## src/rtl/bit_round_pkg.sv

```systemverilog
// Shared definitions for the bit-serial round controller: defaults, FSM encoding
// and the wait-counter width helper.
package bit_round_pkg;

  localparam int unsigned NUM_BITS_DEF = 25;
  localparam int unsigned LANES_DEF    = 64;
  localparam int unsigned TIMEOUT_DEF  = 255;

  typedef enum logic [2:0] {
    ST_IDLE   = 3'd0,
    ST_LAUNCH = 3'd1,
    ST_WAIT   = 3'd2,
    ST_LOAD   = 3'd3,
    ST_NEXT   = 3'd4,
    ST_FLUSH  = 3'd5,
    ST_DONE   = 3'd6
  } round_state_t;

  function automatic int unsigned cnt_width(input int unsigned limit);
    return (limit == 0) ? 1 : $clog2(limit + 1);
  endfunction

  localparam int unsigned WAIT_CNT_W = cnt_width(TIMEOUT_DEF);

endpackage

```

## src/rtl/round_wait_timer.sv

```systemverilog
// Loadable up-counter with clear and enable; tc flags the last count before TERM.
module round_wait_timer #(
  parameter int unsigned WIDTH = 8,
  parameter int unsigned TERM  = 255
) (
  input  logic             clk,
  input  logic             rst,
  input  logic             clr,
  input  logic             load,
  input  logic [WIDTH-1:0] load_val,
  input  logic             en,
  output logic             tc
);

  logic [WIDTH-1:0] count;

  always_ff @(posedge clk or negedge rst) begin
    if (!rst) begin
      count <= '0;
    end else if (clr) begin
      count <= '0;
    end else if (load) begin
      count <= load_val;
    end else if (en) begin
      count <= count + WIDTH'(1);
    end
  end

  // High while the next enabled increment would reach TERM.
  assign tc = (count == WIDTH'(TERM - 1));

endmodule

```

## src/rtl/bit_round_controller.sv

```systemverilog
// Sequences NUM_BITS bit-serial rounds (launch, wait for column, load) and a final
// write-to-file pulse; column capture and all outputs are registered.
module bit_round_controller
  import bit_round_pkg::*;
#(
  parameter int unsigned NUM_BITS = NUM_BITS_DEF,
  parameter int unsigned LANES    = LANES_DEF,
  parameter int unsigned TIMEOUT  = TIMEOUT_DEF
) (
  input  logic             clk,
  input  logic             rst,
  input  logic             start,
  input  logic             abort,
  input  logic             col_valid,
  input  logic [LANES-1:0] col_in,
  output logic             round_start,
  output logic             ldn,
  output logic [31:0]      number,
  output logic [LANES-1:0] nIn,
  output logic             writeToFile,
  output logic             busy,
  output logic             done,
  output logic             timeout_err
);

  localparam int unsigned WAIT_W = cnt_width(TIMEOUT);
  localparam logic [31:0] LAST   = 32'(NUM_BITS - 1);

  round_state_t state;
  logic         wait_clr;
  logic         wait_en;
  logic         wait_tc;

  assign wait_clr = (state == ST_LAUNCH);
  assign wait_en  = (state == ST_WAIT) && !col_valid;

  round_wait_timer #(
    .WIDTH (WAIT_W),
    .TERM  (TIMEOUT)
  ) u_timer (
    .clk      (clk),
    .rst      (rst),
    .clr      (wait_clr),
    .load     (1'b0),
    .load_val ('0),
    .en       (wait_en),
    .tc       (wait_tc)
  );

  // Pulses are asserted on entry to their state so they are registered and
  // visible for exactly the one cycle spent in that state.
  always_ff @(posedge clk or negedge rst) begin
    if (!rst) begin
      state       <= ST_IDLE;
      round_start <= 1'b0;
      ldn         <= 1'b0;
      number      <= '0;
      nIn         <= '0;
      writeToFile <= 1'b0;
      busy        <= 1'b0;
      done        <= 1'b0;
      timeout_err <= 1'b0;
    end else begin
      round_start <= 1'b0;
      ldn         <= 1'b0;
      writeToFile <= 1'b0;
      if (abort) begin
        state <= ST_IDLE;
        busy  <= 1'b0;
        done  <= 1'b0;
      end else begin
        case (state)
          ST_IDLE, ST_DONE: begin
            if (start) begin
              state       <= ST_LAUNCH;
              round_start <= 1'b1;
              number      <= '0;
              busy        <= 1'b1;
              done        <= 1'b0;
              timeout_err <= 1'b0;
            end
          end
          ST_LAUNCH: state <= ST_WAIT;
          ST_WAIT: begin
            if (col_valid) begin
              nIn   <= col_in;
              ldn   <= 1'b1;
              state <= ST_LOAD;
            end else if (wait_tc) begin
              timeout_err <= 1'b1;
              busy        <= 1'b0;
              state       <= ST_IDLE;
            end
          end
          ST_LOAD: state <= ST_NEXT;
          ST_NEXT: begin
            if (number == LAST) begin
              writeToFile <= 1'b1;
              state       <= ST_FLUSH;
            end else begin
              number      <= number + 32'd1;
              round_start <= 1'b1;
              state       <= ST_LAUNCH;
            end
          end
          ST_FLUSH: begin
            busy  <= 1'b0;
            done  <= 1'b1;
            state <= ST_DONE;
          end
          default: begin
            busy  <= 1'b0;
            state <= ST_IDLE;
          end
        endcase
      end
    end
  end

endmodule

```

## config.mk

```make
export PLATFORM = sky130hd
export DESIGN_NAME = bit_round_controller
export DESIGN_NICKNAME = d
export VERILOG_FILES = /design/src/rtl/bit_round_pkg.sv /design/src/rtl/round_wait_timer.sv /design/src/rtl/bit_round_controller.sv
export SDC_FILE = /design/constraint.sdc
export NUM_CORES = 1
export LEC_CHECK = 0
export ABC_AREA = 1
export CAP_MARGIN = 30
export CORE_ASPECT_RATIO = 0.5
export CORE_MARGIN = 8
export CORE_UTILIZATION = 48
export DETAILED_ROUTE_END_ITERATION = 6
export HOLD_SLACK_MARGIN = 0.1
export PLACE_DENSITY = 0.87
export SYNTH_ARGS = -nofsm -noshare
export SYNTH_HDL_FRONTEND = slang
export SYNTH_SLANG_ARGS = --single-unit
```

## constraint.sdc

```tcl
create_clock -name clk -period 1.8 [get_ports clk]
set_input_delay 0.18 -clock clk [delete_from_list [all_inputs] [get_ports clk]]
set_output_delay 0.18 -clock clk [all_outputs]
set_load 0.02 [all_outputs]
```

# Word-level counts from Yosys, hierarchy flattened
# Cells that the tools add are included.
totals:
  word_cells: 77
  memories: 0
  ff_bits: 113
  romBits: 0
  latch_bits: 0
  out_inout_bits: 102
  inputBits: 69
  mem_bits_rw: 0
classes:
  order_cmp: 0
  n_div: 0
  multipliers: 0
  n_eq_ne: 17
  addsub: 2
  bitwise_logic: 1
  mux: 32
  shift: 0
  reduce_logical: 15
ops:
  columns: ["operator", "n"]
  rows:
  - ["$mux W32", 2]
  - ["$pmux W32 S2", 1]
  - ["$add A32 B1 Y32 const B", 1]
  - ["$eq A32 B5 Y1 const B", 1]
  - ["$pmux W3 S6", 1]
  - ["$mux W1", 17]
  - ["$mux W8", 2]
  - ["$mux W3", 5]
  - ["$eq A3 B3 Y1 const B", 3]
  - ["$add A8 B1 Y8 const B", 1]
  - ["$eq A8 B8 Y1 const B", 1]
  - ["$reduce_and A4 Y1", 2]
  - ["$eq A3 B2 Y1 const B", 2]
  - ["$ne A2 B2 Y1 const B", 3]
  - ["$ne A3 B3 Y1 const B", 2]
  - ["$pmux W1 S2", 3]
  - ["$reduce_bool A2 Y1", 3]
  - ["$reduce_and A5 Y1", 1]
  - ["$ne A2 B1 Y1 const B", 2]
  - ["$ne A4 B3 Y1 const B", 1]
  - ["$reduce_and A2 Y1", 2]
  - ["$eq A3 B1 Y1 const B", 1]
  - ["$logic_not A3 Y1", 1]
  - ["$ne A3 B2 Y1 const B", 1]
  - ["other kinds (8)", 8]

# Depth between registers and ports, before layout
logic_depth:
  word_depth: 5
  mapped_depth: 14
  depth_no_buf: 13

# Hierarchy
# A second synthesis with hierarchy kept.
hier_totals:
  hier_cells: 822
  hier_area_um2: 5944.5
by_module_without_submodules:
  columns: ["mod", "area_each_um2", "seq_area_each_um2", "n_inst", "cells_per_inst"]
  rows:
  - ["bit_round_controller", 5381.4, 2627.5, 1, 733]
  - ["round_wait_timer", 563.0, 200.2, 1, 89]

# Worst setup path after synthesis
# No wires, ideal clock.
synth_path:
  path_kind: "reg-to-reg"
  from: "register number[0]"
  to: "register number[6]"
  required_time_ns: 1.683
  period_less_slack_ns: 1.766
  path_buffers: 1
  slack_ns: 0.034
  stages_incl_launch_ff: 15
  arrival_ns: 1.649
  setup_ns: 0.117
  path_cell_list: "dfrtp_1 > inv_1 > ha_1 > inv_1 > nor2_1 > nand2_1 > nor2_1 > nand2_1 > nor2_1 > nand2_1 > nand2_4 > inv_2 > buf_6 > nand2_1 > nand2_1"
synth_via:
  elab_chain_cells: 3
  elab_cells_between_ends: 6
  cone_classes: "add/sub: 1; eq/ne: 2; mux: 2; reduce/logical: 1"
synth_rtl:
  columns: ["element", "line_no", "text"]
  rows:
  - ["start: declaration", "bit_round_controller.sv:18", "output logic [31:0] number,"]
  - ["start signal: assignment", "bit_round_controller.sv:101", "number <= number + 32'd1;"]
  - ["$add A32 B1 Y32 or $eq A32 B5 Y1 (tied branches)", "bit_round_controller.sv:101, bit_round_controller.sv:97", null]
  - ["$mux W32 or $ne A2 B2 Y1 (tied branches)", null, null]
  - ["$pmux W32 S2 or $reduce_and A4 Y1 (tied branches)", null, null]
# Several ways; a longest one is shown, not always the timed one. The select of a mux whose other input is x is not followed.
# A chain may end at the register's enable or synchronous reset.

# Final worst setup path
layout_path:
  from: "register number[1]"
  to: "output number[1]"
# No word-level cell between the ends.

==> results.toml <==
[outcome]
status = "finished with violations"
violations = "DRC"

[power]
p_leak_nw = 3.95
p_total_mw = 11.8
power_density_nw_per_um2 = 1390
vdd_drop_max_v = 0.00101

[setup_path]
reg2reg_to = "number[24]"
cp.arrival_ns = 1.56
path_max_fanout = 3
r2r_cells = 12
reg2reg_slack_ns = 0.07
cpPeakStageDelay_ns = 0.63
path_cells = "buf_4 > clkdlybuf4s50_1"
path_delay_family = "buffers and inverters"
startpoint_type = "flip-flop"
cp-end-kind = "output pin"
crit-reg2reg-launch = "number[1]"
crit_buf_inv = 2
slowest_stage = "clkdlybuf4s50_1"
worstPathRequired_ns = 1.62
crit_type = "reg2out"

[sta]
maxSlewViolCount = 0
tns_ns = 0
fmax_mhz = 575
relSlewSlack_pct = 68.9
tightest_slew_ns = 0.466
fin_crit_sh_pct = 96.6
finClkSkew_ns = 0.00682
min_period_ns = 1.74
hold_viol_final = 0
setup_viol_count_final = 0

[layout]
diodes = 0
nets = 1046
register_area_um2 = 2830
final_area_um2 = 8490
nFillCells = 908
layout-drive-gt1-share_pct = 9.84
multi_input_area_um2 = 2550
area_growth_pct = 49.9
fin_util_pct = 72.8

[synthesis]
synth.distinct_cells = 31
ys_ff_latch = 113
ys_async_sr_fraction_pct = 100
synth_edf_count = 0
syn-num-nets = 839
synth_flop_cell = "dfrtp_1"
synth_top_area_cell = "dfrtp_1"
yosysMostFrequentCell = "nand2_1"
yosys-top-cells-count = "370 x nand2_1, 113 x dfrtp_1, 90 x nor2_1, 51 x nand3_1, 37 x inv_1"
yosys-top-cells-area = "dfrtp_1 50%, nand2_1 25%, nor2_1 6.0%"
synthCells = 766
yosysTopAreaCellShare_pct = 49.9
synthesis.area_um2 = 5670
yosys_warnings = 0
syn_area_per_cell_um2 = 7.40
ys_seq_area_share_pct = 49.9

[floorplan]
core_region_area_um2 = 11700
fp.dieW_um = 170
dieArea_um2 = 15700
row_count = 28
ios = 171
fp.dieH_um = 92.8
initial_core_util_pct = 48.6

[clock_network]
cts.sinks = 113
clock_latency_ns = 0.40
clockBufferDepth = 2
cts_buffers = 17
htreeDepth = 4
clock-root-buffer = "clkbuf_16"
path_clk_slew_ns = 0.05
cts_tree = "yes"

[routing]
ant_nets = 0
viasPerCell = 4.99
wl_um = 17600
drt-initial-drc-count = 457
vias = 5747
drcViolationCount = 1
dr.pass1.iters = 7
wl_per_cell_um = 15.3

[global_route]
track_usage_pct = 21.6
grt_pass1_vias = 5726
grt_first_pass_wirelength_um = 27500
antenna_found_initial = 0
grt_start_max_net_pins = 67
grt-ovfl-total = 0

[place]
finalWeightedCongestion = 0.950
hpwl_um = 12500
port-buffer-count = 170
dpl_cell_area_um2 = 7690

[flow_run]
maxCapViolCount = 0

[min_path]
hp-class = "in2async"
[final cells by class]
class                           count  area share, %
Clock inverter                     12           1.58
Tap cell                          165           2.43
Timing Repair Buffer              211           25.3
Sequential cell                   113           33.3
Clock buffer                       20           5.38
Inverter                           43           1.97
Multi-Input combinational cell    587           30.0
[how the worst max path moves through the flow]
stage	start	end	depth (start not counted)
after floorplan	number[0]	number[6]	14
after global placement	number[0]	number[24]	10
after detailed placement	number[0]	number[16]	9
after CTS	number[2]	number[2]	1
after global routing	number[1]	number[27]	13
final	number[1]	number[1]	2
[per-stage QoR]
stage	std cells	hold WS, ns	setup slack [ns]
after global placement	1110	0.159	-0.0376
after CTS	1144	0.278	0.0206
final	1151	0.275	0.0616
after global routing	1151	0.312	-0.0469
after floorplan	766	-0.116	0.0341
after detailed placement	1110	0.161	-0.0603
[flip-flops by register name (all words and copies together), names as in the netlist]
register / cells
done: 1
ldn: 1
number: 32
busy: 1
u_timer.count: 8
timeout_err: 1
nIn: 64
state: 3
writeToFile: 1
round_start: 1
[where the power goes]
group	total, mW	internal [mW]	switching (mW)
Clock	3.30	2.11	1.19
Combinational	4.69	2.13	2.56
Sequential	3.79	3.33	0.457
[worst reg2reg max path, cell delays in order (launching register included)]
cell and delay [ns]:
dfrtp_1 0.41, inv_1 0.10, ha_1 0.16, inv_1 0.04, nor2_1 0.08, nand2_1 0.05, nor2_1 0.08, nand2_1 0.09
nor2_4 0.14, nand2_4 0.10, nand2_8 0.12, clkbuf_16 0.17, o21ai_1 0.08
[routing by layer]
metal	wire length (µm)	GRT usage, %	vias up	share of wire [%]
met5	0	0	-	0
met4	465	9.00	0	2.6
met3	1440	6.37	42	8.2
met2	8840	38.4	223	50
met1	6850	24.1	2695	39
li1	-	-	2787	-
[cells by family after synthesis]
logic type | Yosys count | share of synthesized area (%)
xor gates and xnor gates | 10 | 1.55
and+or+nand+nor | 527 | 37.0
buffers and inverters | 67 | 6.34
DFF | 113 | 49.9
AOI/OAI and AO/OA | 45 | 4.31
adders and majority gates | 4 | 0.883
[placed cells by master (no fill, tap or decap), drive strengths merged, types with 9 or more instances in the layout]
cell	synthesis	layout
a21oi	9	9
clkbuf	3	24
o21ai	30	30
nand2	372	373
dfrtp	113	113
xor2	10	10
nand3	53	53
nor2	94	94
buf	21	37
inv	42	43
clkdlybuf4s50	0	168
[timing repair]
| item | CTS | global route |
|---|---|---|
| setup endpoints to repair | 3 | 33 |
| gates resized for setup | 3 | 15 |
| cloned | 0 | 5 |
| pin swaps | 1 | 3 |
| setup buffers | 1 | 2 |
| hold buffers | 1 | 0 |
| endpoints found under the hold margin | 30 | 0 |
Note: power is estimated with default switching activity, not from simulation.
